## config.mk

```make
export PLATFORM = sky130hd
export DESIGN_NAME = cmp_debounce_tracker
export DESIGN_NICKNAME = d
export VERILOG_FILES = /design/src/rtl/cmp_debounce_tracker.sv
export SDC_FILE = /design/constraint.sdc
export NUM_CORES = 1
export LEC_CHECK = 0
export BUFFER_PORTS_ARGS = -buffer_cell sky130_fd_sc_hd__buf_2
export CAP_MARGIN = 20
export CELL_PAD_IN_SITES_DETAIL_PLACEMENT = 1
export CELL_PAD_IN_SITES_GLOBAL_PLACEMENT = 1
export CORE_MARGIN = 4
export CORE_UTILIZATION = 35
export DETAILED_ROUTE_END_ITERATION = 6
export PLACE_DENSITY_LB_ADDON = 0.1
export SKIP_LAST_GASP = 1
export SYNTH_ARGS = -nofsm -noshare
export SYNTH_HDL_FRONTEND = slang
export SYNTH_SLANG_ARGS = --single-unit
export TNS_END_PERCENT = 5
```

## constraint.sdc

```tcl
create_clock -name clk -period 2.4 [get_ports clk]
set_input_delay 0.12 -clock clk [delete_from_list [all_inputs] [get_ports clk]]
set_output_delay 0.12 -clock clk [all_outputs]
set_load 0.05 [all_outputs]
```

## src/rtl/cmp_debounce_tracker.sv

```systemverilog
// cmp_debounce_tracker
// Qualifies the result of an upstream magnitude comparator (GT/EQ/LT flags):
// a result becomes the stable result only after DEBOUNCE consecutive valid,
// legal samples agree. Every stable-result update strobes change_pulse and
// bumps a wrapping change counter. Illegal flag combinations raise a sticky
// error and discard the candidate run in progress.
module cmp_debounce_tracker #(
    parameter int DEBOUNCE = 4,    // 1..255
    parameter int CNT_W    = 16
) (
    input  logic             clk,
    input  logic             rst_n,
    input  logic             in_valid,
    input  logic             A_gt_B,
    input  logic             A_eq_B,
    input  logic             A_lt_B,
    output logic [1:0]       stable_res,
    output logic             res_valid,
    output logic             change_pulse,
    output logic [CNT_W-1:0] change_cnt,
    output logic             flag_err
);

    // Run length is 8 bits wide, so the debounce depth is clipped to 8 bits.
    localparam logic [7:0] DEB = 8'(DEBOUNCE);

    localparam logic [1:0] RES_NONE = 2'b00;
    localparam logic [1:0] RES_LT   = 2'b01;
    localparam logic [1:0] RES_EQ   = 2'b10;
    localparam logic [1:0] RES_GT   = 2'b11;

    logic [1:0] cand_reg;
    logic [1:0] cand_next;
    logic [7:0] run_reg;
    logic [7:0] run_next;
    logic [1:0] sample_code;
    logic       sample_legal;
    logic       sample_illegal;
    logic       qualify;

    // Decode the flag triple: exactly one flag set is a legal sample.
    always_comb begin
        sample_code  = RES_NONE;
        sample_legal = 1'b0;
        case ({A_gt_B, A_eq_B, A_lt_B})
            3'b100:  begin sample_code = RES_GT; sample_legal = 1'b1; end
            3'b010:  begin sample_code = RES_EQ; sample_legal = 1'b1; end
            3'b001:  begin sample_code = RES_LT; sample_legal = 1'b1; end
            default: begin sample_code = RES_NONE; sample_legal = 1'b0; end
        endcase
    end

    assign sample_illegal = in_valid && !sample_legal;

    // Candidate/run update and qualification decision for this edge.
    always_comb begin
        cand_next = cand_reg;
        run_next  = run_reg;
        qualify   = 1'b0;
        if (in_valid) begin
            if (sample_legal) begin
                if (sample_code == cand_reg) begin
                    // Saturate so a long steady input never re-qualifies.
                    run_next = (run_reg >= DEB) ? DEB : run_reg + 8'd1;
                end else begin
                    cand_next = sample_code;
                    run_next  = 8'd1;
                end
                // Qualification looks at the post-update run and candidate,
                // so the DEBOUNCE-th matching sample updates on its own edge.
                qualify = (run_next == DEB) && (cand_next != stable_res);
            end else begin
                cand_next = RES_NONE;
                run_next  = 8'd0;
            end
        end
    end

    // Candidate tracking state.
    always_ff @(posedge clk or negedge rst_n) begin
        if (!rst_n) begin
            cand_reg <= RES_NONE;
            run_reg  <= 8'd0;
        end else begin
            cand_reg <= cand_next;
            run_reg  <= run_next;
        end
    end

    // Registered outputs: stable result, strobe, counter and sticky error.
    always_ff @(posedge clk or negedge rst_n) begin
        if (!rst_n) begin
            stable_res   <= RES_NONE;
            res_valid    <= 1'b0;
            change_pulse <= 1'b0;
            change_cnt   <= '0;
            flag_err     <= 1'b0;
        end else begin
            change_pulse <= qualify;
            if (qualify) begin
                stable_res <= cand_next;
                res_valid  <= 1'b1;
                change_cnt <= change_cnt + 1'b1;
            end
            if (sample_illegal) begin
                flag_err <= 1'b1;
            end
        end
    end

endmodule

```

==> results.md <==
* Worst Tran Pin Value at 0.746 ns
* H-tree levels at 2
* Clock Sink Count at 31
* Final period util at 86.5%
* Hold Crit Depth at 2
* FMAX at 0.482 GHz
* IO Pins at 27
* Post-synth cell types at 37
* Most used cell, CP: nor2_2
* Power Dens Cells at 616 nW/um^2
* Layout cells sized above 1 at 28.1%
* Final Routed Wirelength at 3400 um
* Setup TNS at 0 ns
* DR pass1 iterations at 4
* First-pass GRT wire length at 5910 um
* CP startpoint kind: flop
* Critical path type: flop to flop
* Post-synth EDFFs at 0
* Core Region at 4380 um^2
* Register Area at 776 um^2
* Slew margin rel. at 50.2%
* Worst skew pair latency at 0.28 ns
* Worst path cell trace: or3b_1, a21oi_1, nor2_2, nor2_2, mux2_2
* Outcome: finished clean
* HP Class: primary input to flop
* Final hold viol count at 0
* Post-synthesis register bit count at 31
* Worst EP arrival at 2.24 ns
* Syn_area_per_cell at 10.8 um^2
* Maximum VDD drop at 0.241 mV
* Seq/Total Area, Yosys at 48.7%
* Buffers and inverters on the worst path at 0
* RSZ-0062 raised after global routing: false
* Fin crit period at 2.08 ns
* Avg WL per Cell at 14.8 um
* Mapped Area at 1590 um^2
* Std-Cell Rows at 24
* Slowest cell on crit path: dfrtp_1
* Number of DRC markers in iteration 0 at 25
* Critical path depth at 5
* GRT Overall Usage at 13.7%
* Clock transition at path regs at 0.07 ns
* DIE HEIGHT at 75.5 um
* Critical path's largest stage delay at 0.43 ns
* Post-CTS Setup Inserts at 0
* Top delay family on crit path: simple AND/OR/NAND/NOR gates
* Max cap viols at 0
* Crit path max fanout at 15
* Largest net degree at the start of global routing at 32
* Gpl congestion at 0.803
* Critical Path RT at 2.56 ns
* Synth warnings at 0
* Clock skew at 0.00935 ns
* Final hold slack at 0.204 ns
* TritonCTS clock tree: done
* Crit end category: flop
* Gr ovfl total at 0
* Final HPWL DP at 2440 um
* Die area at 5700 um^2
* Antenna-violating nets left at 0
* CTS Buf Count at 5
* CTS root buffer: clkbuf_8
* Initial antenna violation count at 0
* Clock buffer depth at 2
* Ys flop type: dfrtp_1
* P&R area growth vs syn at 17.3%
* Setup violators final at 0
* Final net count at 186
* Fill cell count at 514
* Post-Syn Instances at 148
* Residual DRC at 0
* Largest register FFs at 16
* Syn Nets at 157
* Vias in the first global route at 1,269
* Width of the die at 75.5 um
* Port Buffers at 26
* Initial Util at 36.4%
* Vias per cell at 5.09
* Pins Over Slew Limit at 0
* Multi-input logic area at 738 um^2
* Slack of the worst reg-to-reg path at 0.32 ns
* Ys async rst share at 100%
* Cell leakage power at 0.000964 uW
* Antenna cells at 0
* Routed via count at 1,171
* R2R depth at 5
==> routing by layer <==
metal	wire [um]	vias up	global-route usage [%]	part of all wire [%]
li1	-	566	-	-
met1	1520	575	17.2	45
met2	1660	25	22.1	49
met3	174	5	4.22	5.1
met4	42	0	5.24	1.2
met5	0	-	0	0
==> worst reg2reg max path: stages, from the launching register on <==
cell and delay (ns):
dfrtp_1 0.43, or3b_1 0.39, a21oi_1 0.21, nor2_2 0.19
nor2_2 0.37, mux2_2 0.38
==> what timing repair did <==
item | in CTS | in global routing
resized for setup | 0 | 0
hold buffers | 1 | 0
hold endpoints to repair | 31 | 0
==> area by class of cell <==
type                            count  share of cell area (%)
Sequential cell                    31                    41.5
Timing Repair Buffer               28                    7.89
Clock inverter                      2                    1.87
Multi-Input combinational cell    104                    39.5
Inverter                            7                    1.40
Clock buffer                        6                    4.41
Tap cell                           52                    3.48
==> report_power, final <==
group / switching (uW) / internal, uW / total, uW
logic: 46.1 / 27.5 / 73.6
registers: 10.5 / 530 / 541
clock network: 202 / 336 / 537
total: 258 / 893 / 1150
==> placed cells by master, fill, tap and decap left out, types with 2 or more instances in the layout <==
cell      instances
nand2b_1          2
nand2_1          10
nor2_2            2
o21ai_0           4
nor4_2            3
nand4_1           4
nor2b_1           5
nor3b_1           3
nor2_1           12
nand3b_1          5
a21oi_1           2
nor4_1            4
inv_1             7
nand3_1           5
buf_2            26
mux2_2            4
xnor2_1           3
clkbuf_8          6
nor3_1            5
xor2_1           14
ha_1              3
dfrtp_1          31
==> metrics by stage <==
| step | instance area [um^2] | power [uW] | worst slack, ns | utilization [%] | instances |
|---|---|---|---|---|---|
| after floorplan | 1590 | 601 | 0.479 | - | 148 |
| after global placement | 1740 | 622 | 0.348 | 39.8 | 221 |
| after detailed placement | 1740 | 626 | 0.339 | 39.8 | 221 |
| after CTS | 1870 | 1170 | 0.321 | 42.7 | 230 |
| after global routing | 1870 | 1200 | 0.191 | 42.7 | 230 |
| final | 1870 | 1150 | 0.325 | 42.7 | 230 |
==> cell usage after synthesis, drive strengths merged, types with 2 or more instances <==
| cell | instances | area (um^2) |
|---|---|---|
| buf | 5 | 50.0 |
| mux2 | 4 | 45.0 |
| or3b | 2 | 20.0 |
| nor2 | 14 | 57.6 |
| nand2b | 2 | 12.5 |
| nand3 | 5 | 25.0 |
| xor2 | 14 | 123 |
| xnor2 | 3 | 26.3 |
| ha | 3 | 37.5 |
| nor3 | 6 | 35.0 |
| o21ai | 4 | 20.0 |
| nor4 | 8 | 83.8 |
| nand2 | 10 | 37.5 |
| nor2b | 5 | 31.3 |
| nor3b | 3 | 22.5 |
| dfrtp | 31 | 776 |
| nand4 | 5 | 37.5 |
| inv | 7 | 26.3 |
| a21oi | 2 | 10.0 |
| nand3b | 5 | 37.5 |
==> logic make-up after synthesis <==
group | Yosys count | share of synthesized area (%)
AOI/OAI and AO/OA | 12 | 5.26
xor gates and xnor gates | 17 | 9.34
adders and majority gates | 3 | 2.36
buffers and inverters | 13 | 5.02
DFF | 31 | 48.7
muxes | 4 | 2.83
and+or+nand+nor | 68 | 26.5
==> path summary, 6_finish.rpt <==
| check | start | end |
|---|---|---|
| setup / recovery | cand_reg[0]$_DFF_PN0_ | change_cnt[1]$_DFFE_PN0P_ |
| hold / removal | in_valid | run_reg[5]$_DFFE_PN0P_ |
| setup reg to reg | cand_reg[0]$_DFF_PN0_ | change_cnt[1]$_DFFE_PN0P_ |
| hold reg to reg | flag_err$_DFFE_PN0P_ | flag_err$_DFFE_PN0P_ |
| max in group asynchronous | rst_n | change_cnt[1]$_DFFE_PN0P_ |
| min in group asynchronous | rst_n | change_cnt[6]$_DFFE_PN0P_ |
Note: power is estimated with default switching activity, not from simulation.
